`src/rtl/stream_recorder.sv`:
```
// Capture engine: records accepted receiver beats into a DEPTH-entry RAM and
// reports the valid region (limit/start_addr) plus full/overflow to the replayer.
module stream_recorder #(
    parameter int DATA_W = 8,
    parameter int ADDR_W = 8
) (
    input  logic              clk,
    input  logic              reset,
    input  logic              arm,
    input  logic              stop,
    input  logic              clear,
    input  logic              wrap_mode,
    input  logic              ready,
    input  logic [DATA_W-1:0] data_in,
    output logic [ADDR_W-1:0] mem_addr,
    output logic [DATA_W-1:0] mem_data,
    output logic              mem_write,
    output logic [ADDR_W:0]   limit,
    output logic [ADDR_W-1:0] start_addr,
    output logic              recording,
    output logic              full,
    output logic              overflow
);

    localparam logic [ADDR_W:0] LIM_MAX = {1'b1, {ADDR_W{1'b0}}};

    typedef enum logic [1:0] {
        IDLE    = 2'd0,
        RECORD  = 2'd1,
        FULL_ST = 2'd2
    } state_t;

    typedef struct packed {
        logic              vld;
        logic [ADDR_W-1:0] addr;
        logic [DATA_W-1:0] data;
    } wr_req_t;

    state_t            state_q, state_d;
    logic [ADDR_W-1:0] wr_ptr_q, wr_ptr_d;
    logic [ADDR_W:0]   limit_q, limit_d;
    logic [ADDR_W-1:0] start_q, start_d;
    logic              ovf_q, ovf_d;
    logic              circ_q, circ_d;
    wr_req_t           wr_q, wr_d;

    always_ff @(posedge clk) begin
        if (reset) begin
            state_q  <= IDLE;
            wr_ptr_q <= '0;
            limit_q  <= '0;
            start_q  <= '0;
            ovf_q    <= 1'b0;
            circ_q   <= 1'b0;
            wr_q     <= '0;
        end else begin
            state_q  <= state_d;
            wr_ptr_q <= wr_ptr_d;
            limit_q  <= limit_d;
            start_q  <= start_d;
            ovf_q    <= ovf_d;
            circ_q   <= circ_d;
            wr_q     <= wr_d;
        end
    end

    always_comb begin
        state_d  = state_q;
        wr_ptr_d = wr_ptr_q;
        limit_d  = limit_q;
        start_d  = start_q;
        ovf_d    = ovf_q;
        circ_d   = circ_q;
        // address/data hold their last value; only the strobe drops
        wr_d     = wr_q;
        wr_d.vld = 1'b0;

        case (state_q)
            IDLE: begin
                if (arm) begin
                    state_d  = RECORD;
                    circ_d   = wrap_mode;
                    wr_ptr_d = '0;
                    limit_d  = '0;
                    start_d  = '0;
                    ovf_d    = 1'b0;
                end else if (clear) begin
                    limit_d = '0;
                    start_d = '0;
                    ovf_d   = 1'b0;
                end
            end
            RECORD: begin
                if (ready) begin
                    wr_d.vld  = 1'b1;
                    wr_d.addr = wr_ptr_q;
                    wr_d.data = data_in;
                    wr_ptr_d  = wr_ptr_q + 1'b1;
                    if (circ_q) begin
                        // buffer already holds DEPTH entries: this beat evicts the oldest
                        if (limit_q == LIM_MAX) begin
                            start_d = wr_ptr_q + 1'b1;
                            ovf_d   = 1'b1;
                        end else begin
                            limit_d = limit_q + 1'b1;
                        end
                    end else begin
                        limit_d = limit_q + 1'b1;
                        if ((limit_q + 1'b1) == LIM_MAX) state_d = FULL_ST;
                    end
                end
                if (stop) state_d = IDLE;
            end
            FULL_ST: begin
                if (ready) ovf_d = 1'b1;
                if (stop) state_d = IDLE;
            end
            default: state_d = IDLE;
        endcase
    end

    assign mem_write  = wr_q.vld;
    assign mem_addr   = wr_q.addr;
    assign mem_data   = wr_q.data;
    assign limit      = limit_q;
    assign start_addr = start_q;
    assign overflow   = ovf_q;
    assign recording  = (state_q == RECORD);
    assign full       = (limit_q == LIM_MAX);

endmodule
```
`config.mk`:
```
export PLATFORM = sky130hd
export DESIGN_NAME = stream_recorder
export DESIGN_NICKNAME = d
export VERILOG_FILES = /design/src/rtl/stream_recorder.sv
export SDC_FILE = /design/constraint.sdc
export NUM_CORES = 1
export LEC_CHECK = 0
export ABC_AREA = 1
export BUFFER_PORTS_ARGS = -buffer_cell sky130_fd_sc_hd__buf_2
export CORE_UTILIZATION = 38
export CTS_CLUSTER_DIAMETER = 60
export DETAILED_ROUTE_END_ITERATION = 10
export PLACE_DENSITY_LB_ADDON = 0.2
export SLEW_MARGIN = 20
export SYNTH_ARGS = -nofsm -noshare
export SYNTH_HDL_FRONTEND = slang
export SYNTH_SLANG_ARGS = --single-unit
```
`constraint.sdc`:
```
create_clock -name clk -period 2.32 [get_ports clk]
set_input_delay 0.464 -clock clk [delete_from_list [all_inputs] [get_ports clk]]
set_output_delay 0.464 -clock clk [all_outputs]
set_load 0.05 [all_outputs]
```
=== Word level (Yosys, flattened, before mapping) ===
Index checks and enable logic that the tools add are counted.

* Flip-flop bits (word level): 46
* Latch bits: 0
* Memory bits (writable): 0
* Bits in read-only memories: 0
* Input bits: 15
* Word-level logic and storage cells: 68
* Memories: 0

* $add $sub $neg: 2
* $mul: 0
* Divide/modulo/power cells: 0
* $lt $le $gt $ge: 0
* Eq/ne operators: 15
* Shift operators: 0
* Mux-type cells: 30
* Bitwise logic cells: 1
* Reduce and logical (&&, ||, !) cells: 11

{| class="wikitable"
|+ Operators by type and width
! cell !! count
|-
| two-way mux 8 bit || 7
|-
| two-way mux 9 bit || 5
|-
| one-hot mux 8 bit (2 select lines) || 2
|-
| == test 9 bit (second input constant) || 2
|-
| one-hot mux 9 bit (2 select lines) || 1
|-
| two-way mux 17 bit || 1
|-
| two-way mux 2 bit || 6
|-
| != test 3 bit (second input constant) || 4
|-
| AND reduction 5 bit || 2
|-
| adder 9 x 1 -> 9 bit (second input constant) || 1
|-
| adder 8 x 1 -> 8 bit (second input constant) || 1
|-
| != test 2 bit (second input constant) || 4
|-
| two-way mux 1 bit || 6
|-
| one-hot mux 2 bit (3 select lines) || 1
|-
| AND reduction 6 bit || 1
|-
| != test 2 x 1 -> 1 bit (second input constant) || 2
|-
| AND reduction 2 bit || 2
|-
| AND reduction 4 bit || 1
|-
| != test 3 x 2 -> 1 bit (second input constant) || 1
|-
| one-hot mux 1 bit (3 select lines) || 1
|-
| AND reduction 3 bit || 1
|-
| nonzero test 3 bit || 1
|-
| == test 2 x 1 -> 1 bit (second input constant) || 1
|-
| == test 2 bit (second input constant) || 1
|-
| other kinds (4) || 4
|}

=== Depth between registers and ports, before layout ===
* Depth in word-level cells: 7
* Gate-level depth with buffers: 13

=== Worst setup path after synthesis ===
OpenSTA, ideal clock, no wires.

* Kind: reg2reg
* Start: register limit_q[0], in the netlist limit[0]
* End: register start_q[4], in the netlist start_addr[4]
* Library setup time: 0.116 ns
* Arrival: 1.931 ns
* Setup slack: 0.273 ns
* Cell stages (with the launch flop): 10
* Path through: dfxtp_1 > inv_1 > ha_1 > nand3_2 > nor3_4 > nand2_2 > nand2_4 > nand2_4 > o21ai_0 > nor2_1

* Word-level cells in the longest chain between the ends: 3

{| class="wikitable"
|+ RTL lines
! element !! line !! RTL
|-
| start: declaration || 41 || <nowiki>logic [ADDR_W:0] limit_q, limit_d;</nowiki>
|-
| start signal: assignment || 59 || <nowiki>limit_q <= limit_d;</nowiki>
|-
| == test 9 bit || -- ||
|-
| via full || 21 || <nowiki>output logic full,</nowiki>
|-
| != test 2 x 1 -> 1 bit (no line) || -- ||
|-
| AND reduction 5 bit (no line) || -- ||
|-
| end signal: assignment || 60 || <nowiki>start_q <= start_d;</nowiki>
|-
| end: declaration || 42 || <nowiki>logic [ADDR_W-1:0] start_q, start_d;</nowiki>
|}

The timed path passes the listed nets, and every way through them passes these cells.
A chain may end at the register's enable or synchronous reset.

=== Final worst setup path ===
* Start: register state_q[1]
* End: output port recording

* Word-level cells in the longest chain between the ends: 1

{| class="wikitable"
|+ RTL lines
! element !! line !! RTL
|-
| start: declaration || 39 || <nowiki>state_t state_q, state_d;</nowiki>
|-
| start signal: assignment || 57 || <nowiki>state_q <= state_d;</nowiki>
|-
| == test 2 x 1 -> 1 bit || 128 || <nowiki>assign recording = (state_q == RECORD);</nowiki>
|-
| end: declaration || 20 || <nowiki>output logic recording,</nowiki>
|}

Every way passes these cells.

==> results by group <==
Die
  – Std-Cell Core Area: 5510 µm²
  – # IOs: 52
  – Die Y: 77.7 µm
  – Die area: 6040 µm²
  – Initial core utilization: 0.395
  – Die Width: 77.7 µm
  – Row cnt: 27

Cells and area
  – Area added between synthesis and finish: 18.3%
  – ANT cells: 0
  – Commonest non-fill, non-tap cell in the layout: nand2_1
  – Fillers: 557
  – Final nets: 376
  – Layout cells sized above 1: 0.225
  – Most frequent cells in the layout: nand2_1 (60), nor2_1 (57), buf_2 (51)

Worst setup path
  – CP Capture Type: output pin
  – Critical path type: reg2out
  – Crit path DAT: 1.52 ns
  – CP max FO: 11
  – CP required: 1.86 ns
  – CP Launch Type: flip-flop
  – Register-to-register setup slack: 0.46 ns

Synthesis
  – Cell count after synthesis: 306
  – Sequential share of the synthesized area: 0.423
  – Synthesized area: 2180 µm²
  – Post-Syn Nets: 327
  – Top FF cell, synth: dfxtp_1
  – Post-synth cell types: 28
  – Synth warn: 0
  – Mean Syn Cell Area: 7.11 µm²
  – Number of synthesized flops with an enable pin: 0
  – Post-synth ARST share: 0
  – Register bit total from synthesis: 46

Route
  – Via count: 2,049
  – 1st-pass router iterations: 4
  – Routed WL per cell: 11.4 µm
  – DRC: 0
  – Total Wirelength: 4.89 mm
  – Initial DRC Count: 88
  – ANT nets after route: 0
  – Via/cell ratio: 4.79

Clock network
  – CTS resizes: 0
  – CTS root buf: clkbuf_8
  – Clock buffer depth: 2
  – Latest clock arrival within the worst-skew pair: 0.30 ns
  – Clk sinks: 46
  – Setup bufs post-CTS: 0
  – CTS buffer count: 5
  – H-tree depth: 2
  – # hold bufs at CTS: 0
  – CTS clk-pin slew, worst paths: 0.10 ns
  – CTS tree: built

STA
  – Final hold viol count: 0
  – Max-slew headroom: 0.496
  – Clock skew: 0.0101 ns
  – Endpoints failing setup: 0
  – Final clock period utilization by the worst path: 0.854
  – Fin crit period: 1.98 ns
  – Fmax: 0.505 GHz
  – Unrepaired setup endpoints after global routing: false
  – Slew Limit Fails: 0
  – Setup TNS Final: 0 ns
  – Measured slew at the worst slew-check pin: 0.755 ns

Global route
  – Vias in the first global route: 1,822
  – First-pass GRT wire length: 8.31 mm
  – Grt ovf: 0
  – Largest net degree at the start of global routing: 31
  – Gr usage total: 0.173
  – Initial antenna violation count: 0

Placed design
  – Routability cong.: 0.820
  – Port Buf Inserts: 51
  – DP HPWL: 3.54 mm

Outcome
  – Outcome: finished, final reports clean

Power and ir drop
  – Pint: 1.24 mW
  – PwrDens: 796 nW/µm²
  – Combinational share of power: 0.303
  – Leakage power: 1.18 nW
  – VDD IR max: 0.473 mV
  – Sw Ratio: 0.393
  – Tot Pwr: 2.05 mW
  – Register share of total power: 0.448
  – Clock Power Share: 0.249
  – P_sw: 0.806 mW

Job
  – Maximum capacitance violations: 0

Min path
  – Hold WC Path Type: in2reg
[kinds of logic (layout without fill, tap and decap cells)]
logic type | Yosys count | count (layout) | synth area share
and+or+nand+nor | 149 | 149 | 0.303
AOI/OAI and AO/OA | 65 | 65 | 0.161
adders and majority gates | 6 | 6 | 0.0345
DFF | 46 | 46 | 0.423
buffers and inverters | 40 | 90 | 0.0776
[per-stage QoR]
| step | setup WS [ns] | utilization | cells | cell area, µm² | hold WS, ns |
|---|---|---|---|---|---|
| floorplan | 0.273 | - | 306 | 2180 | 0.456 |
| global placement | 0.502 | 0.451 | 420 | 2480 | 0.458 |
| detailed placement | 0.453 | 0.451 | 420 | 2480 | 0.451 |
| CTS | 0.318 | 0.468 | 428 | 2570 | 0.390 |
| global route | 0.127 | 0.468 | 428 | 2570 | 0.412 |
| finish | 0.340 | 0.468 | 428 | 2570 | 0.396 |
[power by group through the flow]
stage               Clock [mW]  Combinational (mW)  Sequential [mW]
floorplan                    0               0.298             1.13
CTS                      0.535               0.627            0.919
detailed placement           0               0.625            0.937
global placement             0               0.623            0.938
global route             0.566               0.685            0.930
finish                   0.509               0.622            0.918
[synth_stat cells, types with 2 or more instances]
cell type  count  area [µm²]
nor2_1        57         214
nor3_1         3        15.0
inv_1         26        97.6
nand2_4        2        22.5
nand3_1       12        60.1
a21oi_2        3        26.3
clkbuf_1       5        18.8
buf_1          3        11.3
nor2_4         3        33.8
o21ai_0       34         170
nand4_1        5        31.3
dfxtp_1       46         921
inv_2          2        7.51
a21oi_1       25         125
nor2_2         2        12.5
nand2_1       60         225
ha_1           6        75.1
nand2_2        2        12.5
[layer usage]
metal  global-route usage  share of wire
met5                    0              0
met1                0.233           0.51
met4               0.0566         0.0078
met2                0.271           0.43
met3               0.0424          0.054
[worst paths after layout]
| check | from | end | depth (start not counted) |
|---|---|---|---|
| setup / recovery | state_q[1] | recording | 3 |
| hold / removal | data_in[4] | mem_data[4] | 3 |
| setup reg to reg | state_q[1] | start_addr[1] | 11 |
| hold reg to reg | overflow | overflow | 2 |
[area by class of cell]
cell class	instances	area (µm²)	share of cell area
clock buffer	5	68.8	0.0267
clock inverter	3	25.0	0.00972
inverter	30	120	0.0466
multi-input combinational	220	1090	0.422
sequential	46	921	0.358
tap	72	90.1	0.0350
timing repair buffer	52	263	0.102
[registers in the layout (all words and copies together), names as in the netlist]
signal and count:
mem_data 8, limit 9, start_addr 8, mem_write 1, circ_q 1, overflow 1
state_q 2, mem_addr 8, wr_ptr_q 8
[worst max-delay path, stage by stage, from the launching register on]
cell,delay (ns)
dfxtp_1,0.32
inv_1,0.09
ha_1,0.45
buf_2,0.36
Note: power is estimated with default switching activity, not from simulation.
